<file path="src/rtl/ajuste_ciclo_pwm.sv">
// Duty-cycle setpoint stage: debounced up/down buttons drive a saturating 0-100 % duty
// and the matching 19-bit PWM compare value. Optional auto-repeat: define AUTOREPEAT_EN.

module ajuste_ciclo_pwm_canal #(
    parameter int unsigned DEBOUNCE_CYCLES = 1_000_000,
    parameter int unsigned REPEAT_CYCLES   = 25_000_000
) (
    input  logic CLK,
    input  logic RST_N,
    input  logic btn,
    output logic step_req_s
);
    localparam int unsigned DB_W = (DEBOUNCE_CYCLES > 1) ? $clog2(DEBOUNCE_CYCLES) : 1;
    localparam logic [DB_W-1:0] DB_LAST = DB_W'(DEBOUNCE_CYCLES - 1);

    logic            s1_r;
    logic            s2_r;
    logic            d_r;
    logic            d_prev_r;
    logic [DB_W-1:0] cnt_r;

    // Synchronizer, debounce counter and edge-detect history
    always_ff @(posedge CLK or negedge RST_N) begin
        if (!RST_N) begin
            s1_r     <= 1'b0;
            s2_r     <= 1'b0;
            d_r      <= 1'b0;
            d_prev_r <= 1'b0;
            cnt_r    <= {DB_W{1'b0}};
        end else begin
            s1_r     <= btn;
            s2_r     <= s1_r;
            d_prev_r <= d_r;
            if (s2_r == d_r) begin
                cnt_r <= {DB_W{1'b0}};
            end else if (cnt_r == DB_LAST) begin
                d_r   <= s2_r;
                cnt_r <= {DB_W{1'b0}};
            end else begin
                cnt_r <= cnt_r + DB_W'(1);
            end
        end
    end

`ifdef AUTOREPEAT_EN
    localparam int unsigned HOLD_W = (REPEAT_CYCLES > 1) ? $clog2(REPEAT_CYCLES) : 1;
    localparam logic [HOLD_W-1:0] HOLD_LAST = HOLD_W'(REPEAT_CYCLES - 1);

    logic [HOLD_W-1:0] hold_r;

    // Step on the debounced rising edge, plus one extra per full hold interval
    always_comb begin
        step_req_s = 1'b0;
        if (d_r && (!d_prev_r || (hold_r == HOLD_LAST))) begin
            step_req_s = 1'b1;
        end else begin
            step_req_s = 1'b0;
        end
    end

    // Hold timer restarts on every issued step and whenever the button is released
    always_ff @(posedge CLK or negedge RST_N) begin
        if (!RST_N) begin
            hold_r <= {HOLD_W{1'b0}};
        end else if (!d_r || step_req_s) begin
            hold_r <= {HOLD_W{1'b0}};
        end else begin
            hold_r <= hold_r + HOLD_W'(1);
        end
    end
`else
    // One step per debounced press; release edges are ignored
    always_comb begin
        step_req_s = 1'b0;
        if (d_r && !d_prev_r) begin
            step_req_s = 1'b1;
        end else begin
            step_req_s = 1'b0;
        end
    end
`endif

endmodule

module ajuste_ciclo_pwm #(
    parameter int unsigned DEBOUNCE_CYCLES = 1_000_000,
    parameter int unsigned STEP_PCT        = 10,
    parameter int unsigned DUTY_INIT       = 50,
    parameter int unsigned PERIOD_COUNTS   = 500_000,
    parameter int unsigned REPEAT_CYCLES   = 25_000_000
) (
    input  logic        CLK,
    input  logic        RST_N,
    input  logic        BTN_UP,
    input  logic        BTN_DN,
    output logic [18:0] PWM,
    output logic [6:0]  DUTY,
    output logic        AT_MAX,
    output logic        AT_MIN
);
    localparam logic [18:0] COUNTS_PER_PCT = 19'(PERIOD_COUNTS / 100);
    localparam logic [6:0]  STEP           = 7'(STEP_PCT);
    localparam logic [6:0]  DUTY_MAX       = 7'd100;
    localparam logic [6:0]  DUTY_RST       = 7'(DUTY_INIT);
    localparam logic [18:0] PWM_RST        = 19'(DUTY_INIT * (PERIOD_COUNTS / 100));

    logic        up_req_s;
    logic        dn_req_s;
    logic [6:0]  duty_r;
    logic [6:0]  duty_next_s;
    logic [18:0] pwm_r;
    logic [18:0] pwm_calc_s;

    ajuste_ciclo_pwm_canal #(
        .DEBOUNCE_CYCLES (DEBOUNCE_CYCLES),
        .REPEAT_CYCLES   (REPEAT_CYCLES)
    ) u_canal_up (
        .CLK        (CLK),
        .RST_N      (RST_N),
        .btn        (BTN_UP),
        .step_req_s (up_req_s)
    );

    ajuste_ciclo_pwm_canal #(
        .DEBOUNCE_CYCLES (DEBOUNCE_CYCLES),
        .REPEAT_CYCLES   (REPEAT_CYCLES)
    ) u_canal_dn (
        .CLK        (CLK),
        .RST_N      (RST_N),
        .btn        (BTN_DN),
        .step_req_s (dn_req_s)
    );

    // Saturating duty update; limits are compared before the add/subtract so nothing wraps
    always_comb begin
        duty_next_s = duty_r;
        case ({up_req_s, dn_req_s})
            2'b10: begin
                if (duty_r >= (DUTY_MAX - STEP)) begin
                    duty_next_s = DUTY_MAX;
                end else begin
                    duty_next_s = duty_r + STEP;
                end
            end
            2'b01: begin
                if (duty_r <= STEP) begin
                    duty_next_s = 7'd0;
                end else begin
                    duty_next_s = duty_r - STEP;
                end
            end
            default: duty_next_s = duty_r;
        endcase
    end

    assign pwm_calc_s = 19'(duty_r) * COUNTS_PER_PCT;

    // Duty register and compare value, the latter trailing duty by one clock
    always_ff @(posedge CLK or negedge RST_N) begin
        if (!RST_N) begin
            duty_r <= DUTY_RST;
            pwm_r  <= PWM_RST;
        end else begin
            duty_r <= duty_next_s;
            pwm_r  <= pwm_calc_s;
        end
    end

    assign DUTY   = duty_r;
    assign PWM    = pwm_r;
    assign AT_MAX = (duty_r == DUTY_MAX);
    assign AT_MIN = (duty_r == 7'd0);

endmodule

</file>
<file path="config.mk">
export PLATFORM = sky130hd
export DESIGN_NAME = ajuste_ciclo_pwm
export DESIGN_NICKNAME = d
export VERILOG_FILES = /design/src/rtl/ajuste_ciclo_pwm.sv
export SDC_FILE = /design/constraint.sdc
export NUM_CORES = 1
export LEC_CHECK = 0
export BUFFER_PORTS_ARGS = -buffer_cell sky130_fd_sc_hd__buf_4
export CORE_ASPECT_RATIO = 0.9
export CORE_MARGIN = 8
export CORE_UTILIZATION = 28
export CTS_CLUSTER_DIAMETER = 200
export DETAILED_ROUTE_END_ITERATION = 7
export GPL_ROUTABILITY_DRIVEN = 1
export PLACE_DENSITY = 0.49
export SETUP_SLACK_MARGIN = 0.1
export SYNTH_ARGS = -nofsm -noshare
export SYNTH_HDL_FRONTEND = slang
export SYNTH_SLANG_ARGS = --single-unit
</file>
<file path="constraint.sdc">
create_clock -name CLK -period 4.35 [get_ports CLK]
set_clock_uncertainty 0.1 [all_clocks]
set_input_delay 0.2175 -clock CLK [delete_from_list [all_inputs] [get_ports CLK]]
set_output_delay 0.2175 -clock CLK [all_outputs]
set_load 0.05 [all_outputs]
</file>
==> reports/summary.txt, run 1 <==
CP top delay family = adder cells
share of cells above drive strength 1 = 0.138
endpoints failing setup = 0
final WL = 8.46 mm
Total GRT Usage = 0.0965
1st-iter DRT viols = 133
Syn. warnings = 0
post-synthesis adder-cell area fraction = 0.176
hpwl dp = 5.89 mm
Async SR Flop Fraction = 1.00
CP Data Required Time = 4.51 ns
Max Root-Sink Buffers = 2
Max stage delay on crit path = 0.68 ns
worst rel slew slack = 0.400
Reg2Reg Depth = 12
Synth Flop Type = dfrtp_1
leakage power = 2.38 nW
setup TNS = 0 ns
routed vias = 2,933
drt drc = 0
unrepaired setup endpoints after global routing = no
WP buf/inv = 3
largest net degree at the start of global routing = 70
die area = 19,100 um^2
Die W = 145 um
Mapped Area = 4170 um^2
overall power = 1.51 mW
status = complete, no violations
IO buf count = 26
FF+latch count, synth = 69
Final Max Slew Viols = 0
per-cell routed wire length = 13.2 um
fin crit share = 0.874
Yosys top cell by area = dfrtp_1
clock slew at reported path FFs = 0.06 ns
Cell Pwr Density = 308 nW/um^2
Core Region = 14,700 um^2
area of the multi-input gates = 2270 um^2
Post-Syn Instances = 404
Die Height = 132 um
vias in the first global route = 3,076
min cycle time layout = 3.80 ns
Num CTS Buffers = 9
Max-Cap Viols = 0
crit path max-delay cell type = dfstp_2
Post-Syn Area per Cell = 10.3 um^2
grt total ovfl = 0
Vias/cell = 4.59
Commonest cells post-synth = dfrtp_1, nor2_1, ha_1, xor2_1, xnor2_1
htree depth = 3
CP endpoint kind = register
crit-path max FO = 10
Area contributors post-synth = dfrtp_1, ha_1, dfstp_2
Cell Rows = 42
diode count = 0
maximum clock rate = 263 MHz
hold depth = 0
Worst-Margin Slew = 0.901 ns
post-synthesis cell type count = 45
Antenna Nets Post-Route = 0
Worst VDD drop = 0.000125 V
Ports = 32
FF/Latch Area = 1740 um^2
antenna violations before repair = 0
clk_lat worst skew = 0.34 ns
portion of netlist area occupied by mux cells = 0.00540
CTS Sinks = 69
Startpoint Class = register
combinational family with the most area after synthesis = simple AND/OR/NAND/NOR gates
gpl congestion = 0.855
Hold Path Class = register to register
Critical Path AT = 3.96 ns
clock root buffer = clkbuf_16
critical path class = register to register
EDFF count, synth = 0
most used cell, CP = ha_1
sequential share of the synthesized area = 0.417
WP depth = 12
first-pass GRT wire length = 14.8 mm
Synth Area in Compound Gates = 0.0582
simple-gate share of the synthesized area = 0.195
area grow syn2layout = 17.6%
# nets final = 495
Synth top area share = 0.354
CTS tree = yes
post-synthesis xor/xnor area fraction = 0.103
initial core utilization = 0.284
critical path cell sequence = inv_1 > ha_1 > ha_1 > inv_1 > fa_1 > inv_1 > ha_1 > ha_1 > and4_1 > a21oi_1 > nor2b_1 > xnor2_1
count leader, synth = dfrtp_1
endpoints failing hold = 0
Pre-antenna DRT Iters = 4
Fill cells = 1,506
==> sequential cells by signal (all words and copies together) (netlist names), 6 cells and up <==
name,cells
DUTY,6
PWM,15
u_canal_dn.cnt_r,20
u_canal_up.cnt_r,20
==> worst reg2reg max path, cell delays in order (launching register included) <==
cell     delay, ns
dfstp_2       0.68
inv_1         0.19
ha_1          0.33
ha_1          0.28
inv_1         0.06
fa_1          0.53
inv_1         0.05
ha_1          0.28
ha_1          0.38
and4_1        0.24
a21oi_1       0.27
nor2b_1       0.20
xnor2_1       0.14
==> routing by layer <==
| layer | share of wire | track usage | vias up |
|---|---|---|---|
| li1 | - | - | 1447 |
| met1 | 0.46 | 0.122 | 1429 |
| met2 | 0.48 | 0.151 | 42 |
| met3 | 0.037 | 0.0279 | 15 |
| met4 | 0.018 | 0.0399 | 0 |
| met5 | 0 | 0 | - |
==> cell type report <==
type | count | share of cell area
sequential | 69 | 0.355
inverter | 22 | 0.0168
multi-input combinational | 304 | 0.464
clock buffer | 11 | 0.0495
tap | 198 | 0.0505
timing repair buffer | 30 | 0.0475
clock inverter | 5 | 0.0171
==> cell families (layout without fill, tap and decap cells) <==
group	count (synthesis)	count (layout)
buffers and inverters	39	68
flip-flops	69	69
other	1	9
AND/OR/NAND/NOR	153	153
XOR/XNOR	49	49
multiplexers	2	2
AO/OA/AOI/OAI	36	36
adder cells (fa/ha/maj)	55	55
==> stage by stage <==
step / std cells / area, um^2 / setup slack [ns] / utilization / hold WS [ns]
2_1_floorplan: 412 / 4200 / 0.604 / - / -0.178
6_report: 639 / 4900 / 0.547 / 0.334 / 0.257
3_3_place_gp: 620 / 4550 / 0.693 / 0.310 / 0.230
3_5_place_dp: 620 / 4550 / 0.588 / 0.310 / 0.228
4_1_cts: 639 / 4900 / 0.530 / 0.334 / 0.264
5_1_grt: 639 / 4900 / 0.345 / 0.334 / 0.282
==> cells in the final DEF (no fill, tap or decap), types with 2 or more instances in the layout <==
master	netlist	layout
bufinv_16	0	2
dfstp_2	10	10
fa_1	6	6
nor2b_1	3	3
clkinvlp_4	0	2
nand3_1	20	20
o211ai_1	3	3
and4_1	11	11
nand2b_1	2	2
a221oi_1	4	4
buf_4	9	27
nor4b_1	2	2
nor2_1	57	57
conb_1	1	9
nor3_1	4	4
dlygate4sd3_1	0	3
nor4_1	3	3
and3_1	9	9
a21oi_1	11	11
xor2_1	26	26
o21ai_0	7	7
clkbuf_16	0	9
or2_2	2	2
nand4_1	12	12
ha_1	49	49
inv_1	21	21
a21o_1	5	5
xnor2_1	23	23
dfrtp_1	59	59
or4_1	2	2
mux2_2	2	2
nand2_1	18	18
==> path summary, 6_finish.rpt <==
check	slack, ns	startpoint	end
max in group asynchronous	3.11	RST_N	u_canal_dn.cnt_r[2]
min reg2reg	0.26	u_canal_up.s1_r	u_canal_up.s2_r
max reg2reg	0.55	DUTY[5]	PWM[16]
min in group asynchronous	0.44	RST_N	PWM[6]
min	0.26	u_canal_up.s1_r	u_canal_up.s2_r
max	0.55	DUTY[5]	PWM[16]
==> report_power, final <==
| part | switching (mW) | internal, mW | total [mW] |
|---|---|---|---|
| clock | 0.277 | 0.519 | 0.796 |
| combinational | 0.0422 | 0.0129 | 0.0551 |
| sequential | 0.00681 | 0.651 | 0.658 |
==> timing repair <==
action,4_1_cts,5_1_grt
endpoints found under the hold margin,61,0
buffers inserted,0,0
hold buffers,3,0
gates resized for setup,0,0
No activity file was read; power rests on OpenSTA's default activity.
==> run 2: changes to the inputs <==
--- a/config.mk
+++ b/config.mk
@@ -12,8 +12,10 @@
 export CTS_CLUSTER_DIAMETER = 200
 export DETAILED_ROUTE_END_ITERATION = 7
 export GPL_ROUTABILITY_DRIVEN = 1
-export PLACE_DENSITY = 0.49
+export GPL_TIMING_DRIVEN = 0
+export PLACE_DENSITY = 0.51
 export SETUP_SLACK_MARGIN = 0.1
+export SLEW_MARGIN = 20
 export SYNTH_ARGS = -nofsm -noshare
 export SYNTH_HDL_FRONTEND = slang
 export SYNTH_SLANG_ARGS = --single-unit
==> constraint.sdc (replaced) <==
create_clock -name CLK -period 3.2 [get_ports CLK]
set_clock_uncertainty 0.1 [all_clocks]
set_input_delay 0.16 -clock CLK [delete_from_list [all_inputs] [get_ports CLK]]
set_output_delay 0.16 -clock CLK [all_outputs]
set_load 0.05 [all_outputs]
==> run 2 against run 1 <==
  * Sequential share of layout area down 2.3 points
  * The run now ends with negative setup slack left
  * Sequential power grew 36%
  * Register-to-register slack worse by 0.73 ns
  * Hold slack worse by 0.0030 ns
  * Maximum frequency is 12% higher
  * Sequential cell count did not move
  * Critical path type unchanged
  * Cell area up 7.6%
  * Combinational power increased by 49%
==> reports/summary.txt, run 2 (synthesized netlist as in run 1, its figures left out) <==
status = complete, but fails checks
failing checks = negative setup slack
unrepaired setup endpoints after global routing = yes
clock share of power = 0.547
fin cells = 672
Gate power share = 0.038
Place WS = -0.359 ns
Cell Pwr Density = 408 nW/um^2
endpoints failing setup = 4
most frequent cells in the layout = nor2_1, dfrtp_1, buf_4, ha_1, xor2_1
critical path cell sequence = fa_1 > fa_1 > ha_1 > ha_1 > ha_1 > clkbuf_8 > nand4_1 > o211ai_1 > o41ai_2 > xnor2_1
gpl congestion = 0.765
leading cell type in the layout, fill and taps excluded = nor2_1
CP Data Required Time = 3.36 ns
Ports = 32
Int Pwr = 1.69 mW
# nets final = 528
leakage power = 2.58 nW
area grow syn2layout = 26.5%
Worst-Margin Slew = 0.891 ns
largest net degree at the start of global routing = 70
min cycle time layout = 3.38 ns
IO buf count = 26
CP startpoint = DUTY[4]
clock slew at reported path FFs = 0.06 ns
Hold Path Class = register to register
Total GRT Usage = 0.0953
Reg2Reg Depth = 10
Antenna Nets Post-Route = 0
per-cell routed wire length = 12.7 um
Final Max Slew Viols = 0
Placed Instances = 636
final worst slack = -0.185 ns
first-pass GRT wire length = 14.8 mm
Worst VDD drop = 0.000212 V
clock root buffer = clkbuf_16
hold depth = 0
post-route cell area = 5270 um^2
Cell Rows = 42
critical path class = register to register
htree depth = 3
clk_lat worst skew = 0.34 ns
Startpoint Class = register
Max Root-Sink Buffers = 2
WHS = 0.254 ns
FF-to-FF End = PWM[17]
Pre-antenna DRT Iters = 5
maximum clock rate = 295 MHz
overall power = 2.15 mW
diode count = 0
antenna violations before repair = 0
CP endpoint kind = register
Max-Cap Viols = 0
die area = 19,100 um^2
CTS Sinks = 69
Core Region = 14,700 um^2
Flop pwr share = 0.415
Die Height = 132 um
fin crit share = 1.06
post-route core utilization = 0.360
worst rel slew slack = 0.406
reg2reg start = DUTY[4]
crit-path max FO = 6
Die W = 145 um
NetSw = 0.461 mW
initial core utilization = 0.284
vias in the first global route = 3,155
1st-iter DRT viols = 103
final WL = 8.50 mm
CTS tree = yes
Max stage delay on crit path = 0.65 ns
Vias/cell = 4.58
most used cell, CP = ha_1
drt drc = 0
grt total ovfl = 0
Num CTS Buffers = 9
endpoints failing hold = 0
routed vias = 3,075
share of cells above drive strength 1 = 0.234
Critical Path AT = 3.54 ns
placed inst area = 4730 um^2
Sw Ratio = 0.214
hpwl dp = 5.82 mm
HP Start = u_canal_up.s1_r
crit path max-delay cell type = dfstp_4
r2r setup slk = -0.18 ns
Hold Path End = u_canal_up.s2_r
setup TNS = -0.523 ns
==> run 2: cell count changes in the layout (fill, tap and decap cells not counted), sizes merged <==
cell | previous run | this run
bufinv | 2 | 3
buf | 27 | 56
clkbuf | 11 | 15
inv | 23 | 22
==> run 2: worst max path at each step <==
stage,cells past startpoint,end,slack (ns)
floorplan,12,PWM[17],-0.16
global placement,13,PWM[18],-0.40
detailed placement,13,PWM[16],-0.36
CTS,10,PWM[16],-0.19
global route,10,PWM[17],-0.30
finish,10,PWM[17],-0.18
==> run 2: layout make-up <==
cell class                 instances  area, um^2
tap                              198         248
sequential                        69        1750
clock buffer                      11         243
buffer                            17         123
multi-input combinational        304        2360
inverter                          22        91.3
fill                            1457        9390
timing repair buffer              46         357
clock inverter                     5         106
==> run 2: routing by layer <==
metal  up-vias  part of all wire  global-route usage
li1       1508                 -                   -
met1      1492              0.47               0.120
met2        58              0.47               0.149
met3        17             0.040              0.0286
met4         0             0.024              0.0381
met5         -                 0                   0
==> run 2: power by group through the flow <==
| stage | logic (mW) | clock network [mW] | registers (mW) |
|---|---|---|---|
| 2_1_floorplan | 0.0403 | 0 | 0.916 |
| 3_3_place_gp | 0.0797 | 0 | 0.909 |
| 3_5_place_dp | 0.0812 | 0 | 0.909 |
| 4_1_cts | 0.0844 | 1.21 | 0.894 |
| 5_1_grt | 0.0928 | 1.25 | 0.895 |
| 6_report | 0.0820 | 1.18 | 0.894 |
==> run 2: repair_timing <==
action	CTS	global route
endpoints found under the setup margin	6	5
resized for setup	6	6
setup buffers	12	5
pin swaps	3	4
gates cloned	0	0
hold buffers	3	0
endpoints found under the hold margin	61	0
==> run 2: critical path: cells and delay by family (launching register included) <==
family | cells | cell delay, ns
AND/OR/NAND/NOR | 1 | 0.08
XOR/XNOR | 1 | 0.16
AO/OA/AOI/OAI | 2 | 0.44
flip-flops | 1 | 0.65
buffers and inverters | 1 | 0.15
adder cells (fa/ha/maj) | 5 | 1.73
